**src/rtl/bus_pkg.sv**
```systemverilog
// rtl/bus_pkg.sv - shared widths, state encoding and defaults for the bus hub
package bus_pkg;

    localparam int BUS_AW = 32;
    localparam int BUS_DW = 32;
    localparam int BUS_MW = 4;

    // Device index width; covers up to 16 slave ports.
    localparam int SEL_W = 4;

    localparam logic [BUS_DW-1:0] ERR_RDATA_DEFAULT = 32'hDEAD_BEEF;

    typedef enum logic [1:0] {
        IDLE,
        ACCESS,
        WAIT,
        RESP
    } hub_state_t;

endpackage

```
**src/rtl/bus_addr_decoder.sv**
```systemverilog
// rtl/bus_addr_decoder.sv - base/mask window decoder, lowest matching index wins
module bus_addr_decoder
    import bus_pkg::*;
#(
    parameter int N_DEVICES = 2
) (
    input  logic [BUS_AW-1:0]           address,
    input  logic [N_DEVICES*BUS_AW-1:0] dev_base,
    input  logic [N_DEVICES*BUS_AW-1:0] dev_mask,
    output logic                        hit,
    output logic [SEL_W-1:0]            sel,
    output logic [BUS_AW-1:0]           offset
);

    // Scan from the highest index down so a lower-index match overwrites it.
    always_comb begin
        hit    = 1'b0;
        sel    = '0;
        offset = '0;
        for (int i = N_DEVICES - 1; i >= 0; i--) begin
            if ((address & ~dev_mask[BUS_AW*i +: BUS_AW]) == dev_base[BUS_AW*i +: BUS_AW]) begin
                hit    = 1'b1;
                sel    = i[SEL_W-1:0];
                offset = address & dev_mask[BUS_AW*i +: BUS_AW];
            end
        end
    end

endmodule

```
**src/rtl/bus_hub_n.sv**
```systemverilog
// rtl/bus_hub_n.sv - one host to N memory-mapped slaves; optional watchdog via BUS_HUB_TIMEOUT_EN
module bus_hub_n
    import bus_pkg::*;
#(
    parameter int                          N_DEVICES      = 2,
    parameter logic [N_DEVICES*BUS_AW-1:0] DEV_BASE       = {32'h1000_0000, 32'h0000_0000},
    parameter logic [N_DEVICES*BUS_AW-1:0] DEV_MASK       = {32'h0000_0FFF, 32'h0001_FFFF},
    parameter logic [BUS_DW-1:0]           ERR_RDATA      = ERR_RDATA_DEFAULT,
    parameter int                          TIMEOUT_CYCLES = 256
) (
    input  logic                          clk,
    input  logic                          rst,
    input  logic [BUS_AW-1:0]             host_address,
    input  logic [BUS_DW-1:0]             host_data_write,
    input  logic [BUS_MW-1:0]             host_write_mask,
    input  logic                          host_wen,
    input  logic                          host_ren,
    output logic [BUS_DW-1:0]             host_data_read,
    output logic                          host_ready,
    output logic                          host_error,
    output logic [N_DEVICES*BUS_AW-1:0]   device_address,
    output logic [N_DEVICES*BUS_DW-1:0]   device_data_write,
    output logic [N_DEVICES*BUS_MW-1:0]   device_write_mask,
    output logic [N_DEVICES-1:0]          device_wen,
    output logic [N_DEVICES-1:0]          device_ren,
    input  logic [N_DEVICES-1:0]          device_ready,
    input  logic [N_DEVICES*BUS_DW-1:0]   device_data_read
);

    if (N_DEVICES < 1 || N_DEVICES > 16 || TIMEOUT_CYCLES < 1) begin : g_param_check
        $error("bus_hub_n: N_DEVICES must be 1..16 and TIMEOUT_CYCLES >= 1");
    end

    hub_state_t          state;
    logic [BUS_AW-1:0]   addr_q;
    logic [BUS_DW-1:0]   wdata_q;
    logic [BUS_MW-1:0]   mask_q;
    logic                is_write_q;
    logic [SEL_W-1:0]    sel_q;
    logic [N_DEVICES-1:0] wen_q;
    logic [N_DEVICES-1:0] ren_q;

    logic                dec_hit;
    logic [SEL_W-1:0]    dec_sel;
    logic [BUS_AW-1:0]   dec_offset;
    logic [N_DEVICES-1:0] dec_onehot;
    logic                sel_ready;
    logic [BUS_DW-1:0]   sel_rdata;

`ifdef BUS_HUB_TIMEOUT_EN
    localparam int CNT_W = $clog2(TIMEOUT_CYCLES + 1);
    logic [CNT_W-1:0]    wait_cnt;
`endif

    bus_addr_decoder #(
        .N_DEVICES (N_DEVICES)
    ) u_decoder (
        .address  (host_address),
        .dev_base (DEV_BASE),
        .dev_mask (DEV_MASK),
        .hit      (dec_hit),
        .sel      (dec_sel),
        .offset   (dec_offset)
    );

    // One-hot strobe pattern for the decoded device.
    always_comb begin
        dec_onehot = '0;
        for (int i = 0; i < N_DEVICES; i++) begin
            if (dec_sel == i[SEL_W-1:0]) begin
                dec_onehot[i] = 1'b1;
            end
        end
    end

    // Only the latched device's ready and read data are ever looked at.
    always_comb begin
        sel_ready = 1'b0;
        sel_rdata = '0;
        for (int i = 0; i < N_DEVICES; i++) begin
            if (sel_q == i[SEL_W-1:0]) begin
                sel_ready = device_ready[i];
                sel_rdata = device_data_read[BUS_DW*i +: BUS_DW];
            end
        end
    end

    assign device_address    = {N_DEVICES{addr_q}};
    assign device_data_write = {N_DEVICES{wdata_q}};
    assign device_write_mask = {N_DEVICES{mask_q}};
    assign device_wen        = wen_q;
    assign device_ren        = ren_q;

    // Transaction FSM with registered strobes and host response.
    always_ff @(posedge clk or posedge rst) begin
        if (rst) begin
            state          <= IDLE;
            addr_q         <= '0;
            wdata_q        <= '0;
            mask_q         <= '0;
            is_write_q     <= 1'b0;
            sel_q          <= '0;
            wen_q          <= '0;
            ren_q          <= '0;
            host_data_read <= '0;
            host_ready     <= 1'b0;
            host_error     <= 1'b0;
`ifdef BUS_HUB_TIMEOUT_EN
            wait_cnt       <= '0;
`endif
        end else begin
            host_ready <= 1'b0;
            host_error <= 1'b0;
            wen_q      <= '0;
            ren_q      <= '0;
            case (state)
                IDLE: begin
                    if (host_wen || host_ren) begin
                        addr_q     <= dec_offset;
                        wdata_q    <= host_data_write;
                        mask_q     <= host_write_mask;
                        is_write_q <= host_wen;
                        sel_q      <= dec_sel;
                        if (dec_hit) begin
                            // A simultaneous read and write request is a write.
                            if (host_wen) begin
                                wen_q <= dec_onehot;
                            end else begin
                                ren_q <= dec_onehot;
                            end
                            state <= ACCESS;
`ifdef BUS_HUB_TIMEOUT_EN
                            wait_cnt <= '0;
`endif
                        end else begin
                            host_ready     <= 1'b1;
                            host_error     <= 1'b1;
                            host_data_read <= ERR_RDATA;
                            state          <= RESP;
                        end
                    end
                end
                ACCESS, WAIT: begin
                    if (sel_ready) begin
                        host_ready     <= 1'b1;
                        host_data_read <= is_write_q ? '0 : sel_rdata;
                        state          <= RESP;
`ifdef BUS_HUB_TIMEOUT_EN
                    end else if (state == WAIT && wait_cnt == CNT_W'(TIMEOUT_CYCLES - 1)) begin
                        host_ready     <= 1'b1;
                        host_error     <= 1'b1;
                        host_data_read <= ERR_RDATA;
                        state          <= RESP;
                    end else begin
                        if (state == WAIT) begin
                            wait_cnt <= wait_cnt + 1'b1;
                        end
                        state <= WAIT;
`else
                    end else begin
                        state <= WAIT;
`endif
                    end
                end
                RESP: begin
                    state <= IDLE;
                end
                default: begin
                    state <= IDLE;
                end
            endcase
        end
    end

endmodule

```
**config.mk**
```make
export PLATFORM = sky130hd
export DESIGN_NAME = bus_hub_n
export DESIGN_NICKNAME = d
export VERILOG_FILES = /design/src/rtl/bus_pkg.sv /design/src/rtl/bus_addr_decoder.sv /design/src/rtl/bus_hub_n.sv
export SDC_FILE = /design/constraint.sdc
export NUM_CORES = 1
export LEC_CHECK = 0
export CAP_MARGIN = 0
export CORE_UTILIZATION = 29
export DETAILED_ROUTE_END_ITERATION = 10
export GPL_ROUTABILITY_DRIVEN = 1
export PLACE_DENSITY = 0.66
export SYNTH_ARGS = -nofsm -noshare
export SYNTH_HDL_FRONTEND = slang
export SYNTH_HIERARCHICAL = 1
export SYNTH_SLANG_ARGS = --single-unit
```
**constraint.sdc**
```tcl
create_clock -name clk -period 11.7 [get_ports clk]
set_clock_uncertainty 0.2 [all_clocks]
set_input_delay 3.51 -clock clk [delete_from_list [all_inputs] [get_ports clk]]
set_output_delay 3.51 -clock clk [all_outputs]
set_load 0.03 [all_outputs]
```
==> metrics.csv <==
stage;metric;value;unit
route;vias;6473;
sta;maxSlewViolCount;0;
yosys;synth_most_common_cell;dfrtp_1;
floorplan;dieHeight;163.0;um
layout;nNetsFinal;1303;
setup_path;end_kind;flop;
yosys;synth.avg_cell_area;10.05;um^2
yosys;ys_types;40;
route;antenna_left;0;
layout;syn_to_final_growth;55.58;%
yosys;async_flop_share;1.000;
yosys;synth_area;0.007516;mm^2
clock_network;ctsResizeCount;0;
setup_path;rrSetupSlack;9180;ps
grt;grt_pass1_wl;35000;um
yosys;ys_ff_latch;113;
placed_design;gp_congestion;0.7954;
floorplan;die_area;0.02656;mm^2
clock_network;cts-buffers-inserted;17;
yosys;synth_ff_type;dfrtp_1;
clock_network;ctsHoldBuffers;0;
placed_design;dp_hpwl;15940;um
clock_network;clockBufferDepth;2;
layout;drive_gt1_frac;0.1319;
sta;timing.fmax;0.1446;GHz
clock_network;clk_pin_slew;50;ps
setup_path;crit_required;11820;ps
grt;antenna_found_initial;0;
placed_design;dpl_worst_slack;4285;ps
grt;grt_max_degree;75;
clock_network;htreeDepth;4;
floorplan;die_w;163.0;um
setup_path;reg2regPathDepth;5;
clock_network;tritoncts;built;
floorplan;start_util;0.2968;
grt;grt.total_usage;0.1710;
setup_path;cp.depth;12;
power_and_ir_drop;switching_share;0.4104;
yosys;syn-instance-count;748;
sta;finalHoldViolations;0;
flow_run;drv_cap;0;
route;via_per_inst;4.301;
clock_network;post_cts_buffers;0;
yosys;synthDominantCellAreaShare;0.3762;
clock_network;worstSkewPairLatency;410;ps
sta;setup_viol;0;
placed_design;port_buffers;311;
route;drc_errors;0;
setup_path;path_class;in -> reg;
run_status;status;complete, no violations;
floorplan;core;0.02533;mm^2
power_and_ir_drop;p_int;1280;uW
route;wl;21770;um
yosys;synthTopCellsByArea;dfrtp_1, mux2_2, xnor2_1;
route;drtIter0Drc;256;
setup_path;worstPathCellList;clkdlybuf4s50_1 > nand2b_1 > xnor2_1 > nor4_1 > nand4_1 > nor2_2 > inv_1 > nand2_1 > o21bai_1 > a21o_1 > nor2_8 > a31oi_1;
grt;grt_pass1_vias;6417;
sta;max_slew_margin;0.1987;
floorplan;fp-row-count;58;
yosys;synth_commonest_cells;dfrtp_1, mux2_2, buf_4, and3_1, xnor2_1;
power_and_ir_drop;pwr-share-comb;0.492;
power_and_ir_drop;p_clk_frac;0.244;
sta;finalWorstSetupSlack;4786;ps
clock_network;cts_root_buf;clkbuf_16;
setup_path;cp.arrival;7040;ps
min_path;whs_path_depth;2;
yosys;synth_edf_count;0;
setup_path;path_max_fanout;33;
yosys;yosysSeqAreaShare;0.3762;
power_and_ir_drop;power.leakage;0.005052;uW
setup_path;cpPeakStageDelay;920;ps
layout;antenna_cells;0;
route;wl_per_cell;14.46;um
setup_path;crit_family;simple AND/OR/NAND/NOR gates;
setup_path;critPathBufInv;2;
setup_path;critPathLaunchType;input pin;
power_and_ir_drop;ir_worst_vdd;0.1428;mV
power_and_ir_drop;power_frac_seq;0.265;
sta;fin_crit_sh;0.5909;
route;dr.pass1.iters;4;
sta;rsz0062_at_grt;false;
clock_network;cts_sinks;113;
power_and_ir_drop;p_sw;890.9;uW
sta;finalSetupTns;0;ps
layout;nFillCells;2412;
yosys;synth_top_cell_by_area;dfrtp_1;
min_path;hold_path.class;reg -> reg;
power_and_ir_drop;cellPowerDensity;185.6;mW/mm^2
floorplan;boundaryPins;312;
sta;worst_pin_slew;1193;ps
grt;overflow;0;
setup_path;slowest_stage;nor2_2;
yosys;yosys_warnings;6;
sta;period_minus_slack;6914;ps
[layer usage]
metal	track usage	share of wire	wire (um)
met5	0	0	0
met4	0.04588	0.011	234
met1	0.2183	0.43	9446
met2	0.2779	0.47	10330
met3	0.05246	0.081	1754
[worst paths after layout]
path | start | end
setup / recovery | host_address[29] | host_data_read[9]
hold / removal | host_data_read[4] | host_data_read[4]
setup reg to reg | state[1] | wdata_q[2]
hold reg to reg | host_data_read[4] | host_data_read[4]
max in group asynchronous | rst | mask_q[3]
min in group asynchronous | rst | wdata_q[3]
[worst min-delay path: stages (launching register included)]
cell,delay (ps)
dfrtp_1,360
nand2_1,50
nand3_1,70
[sequential cells by signal, indices dropped and copies added, names as in the netlist]
register,count
wdata_q,32
device_wen,2
state,2
host_error,1
mask_q,4
host_ready,1
host_data_read,32
addr_q,32
device_ren,2
sel_q,4
is_write_q,1
[through the flow]
step	hold WS (ps)	instance area, um^2	cells	total power, uW	utilization
2_1_floorplan	275.3	8237	940	1306	-
6_report	317.6	11690	1505	2171	0.4617
4_1_cts	323.2	11690	1505	2200	0.4617
3_3_place_gp	300.9	11090	1473	1642	0.4381
5_1_grt	347.8	11690	1505	2287	0.4617
3_5_place_dp	310.8	11090	1473	1656	0.4381
[final cells by class]
cell class | count | area, um^2 | area share
Clock inverter | 12 | 132.6 | 0.01134
Multi-Input combinational cell | 708 | 4674 | 0.3997
Inverter | 5 | 21.27 | 0.001819
Sequential cell | 113 | 2828 | 0.2418
Clock buffer | 20 | 466.7 | 0.03991
Tap cell | 330 | 412.9 | 0.03531
Timing Repair Buffer | 317 | 3158 | 0.2701
[cells by family (layout without fill, tap and decap cells)]
family          after synthesis  count (layout)  share of synthesized area
simple gates                250             250                     0.2011
buf+inv                     119             354                     0.1027
flops                       113             113                     0.3762
mux                         105             105                     0.1571
compound gates               91              91                    0.08174
xor+xnor                     64              64                    0.07458
fa+ha+maj                     3               3                   0.004995
other cells                   3             195                   0.001498
[power by group through the flow]
stage                     registers [uW]  logic, uW  clock network, uW
final                                574       1070                529
after CTS                            577       1080                545
after detailed placement             582       1070                  0
after floorplan                      729        577                  0
after global placement               577       1070                  0
after global routing                 591       1130                564
[placed cells by master (no fill, tap or decap), drive strengths merged, types with 2 or more instances in the layout]
master	count
clkdlybuf4s50	311
conb	195
dfrtp	113
mux2	104
and3	65
xnor2	64
nand2b	56
nand2	40
nor2b	32
o21a	32
o22ai	24
a31oi	24
clkbuf	20
nand4	18
nand3	16
nor4	13
buf	6
inv	6
clkinv	6
nor2	4
clkinvlp	3
a21oi	3
o21ai	3
ha	3
or4	2
bufinv	2
Power figures use the tool's default switching activity.
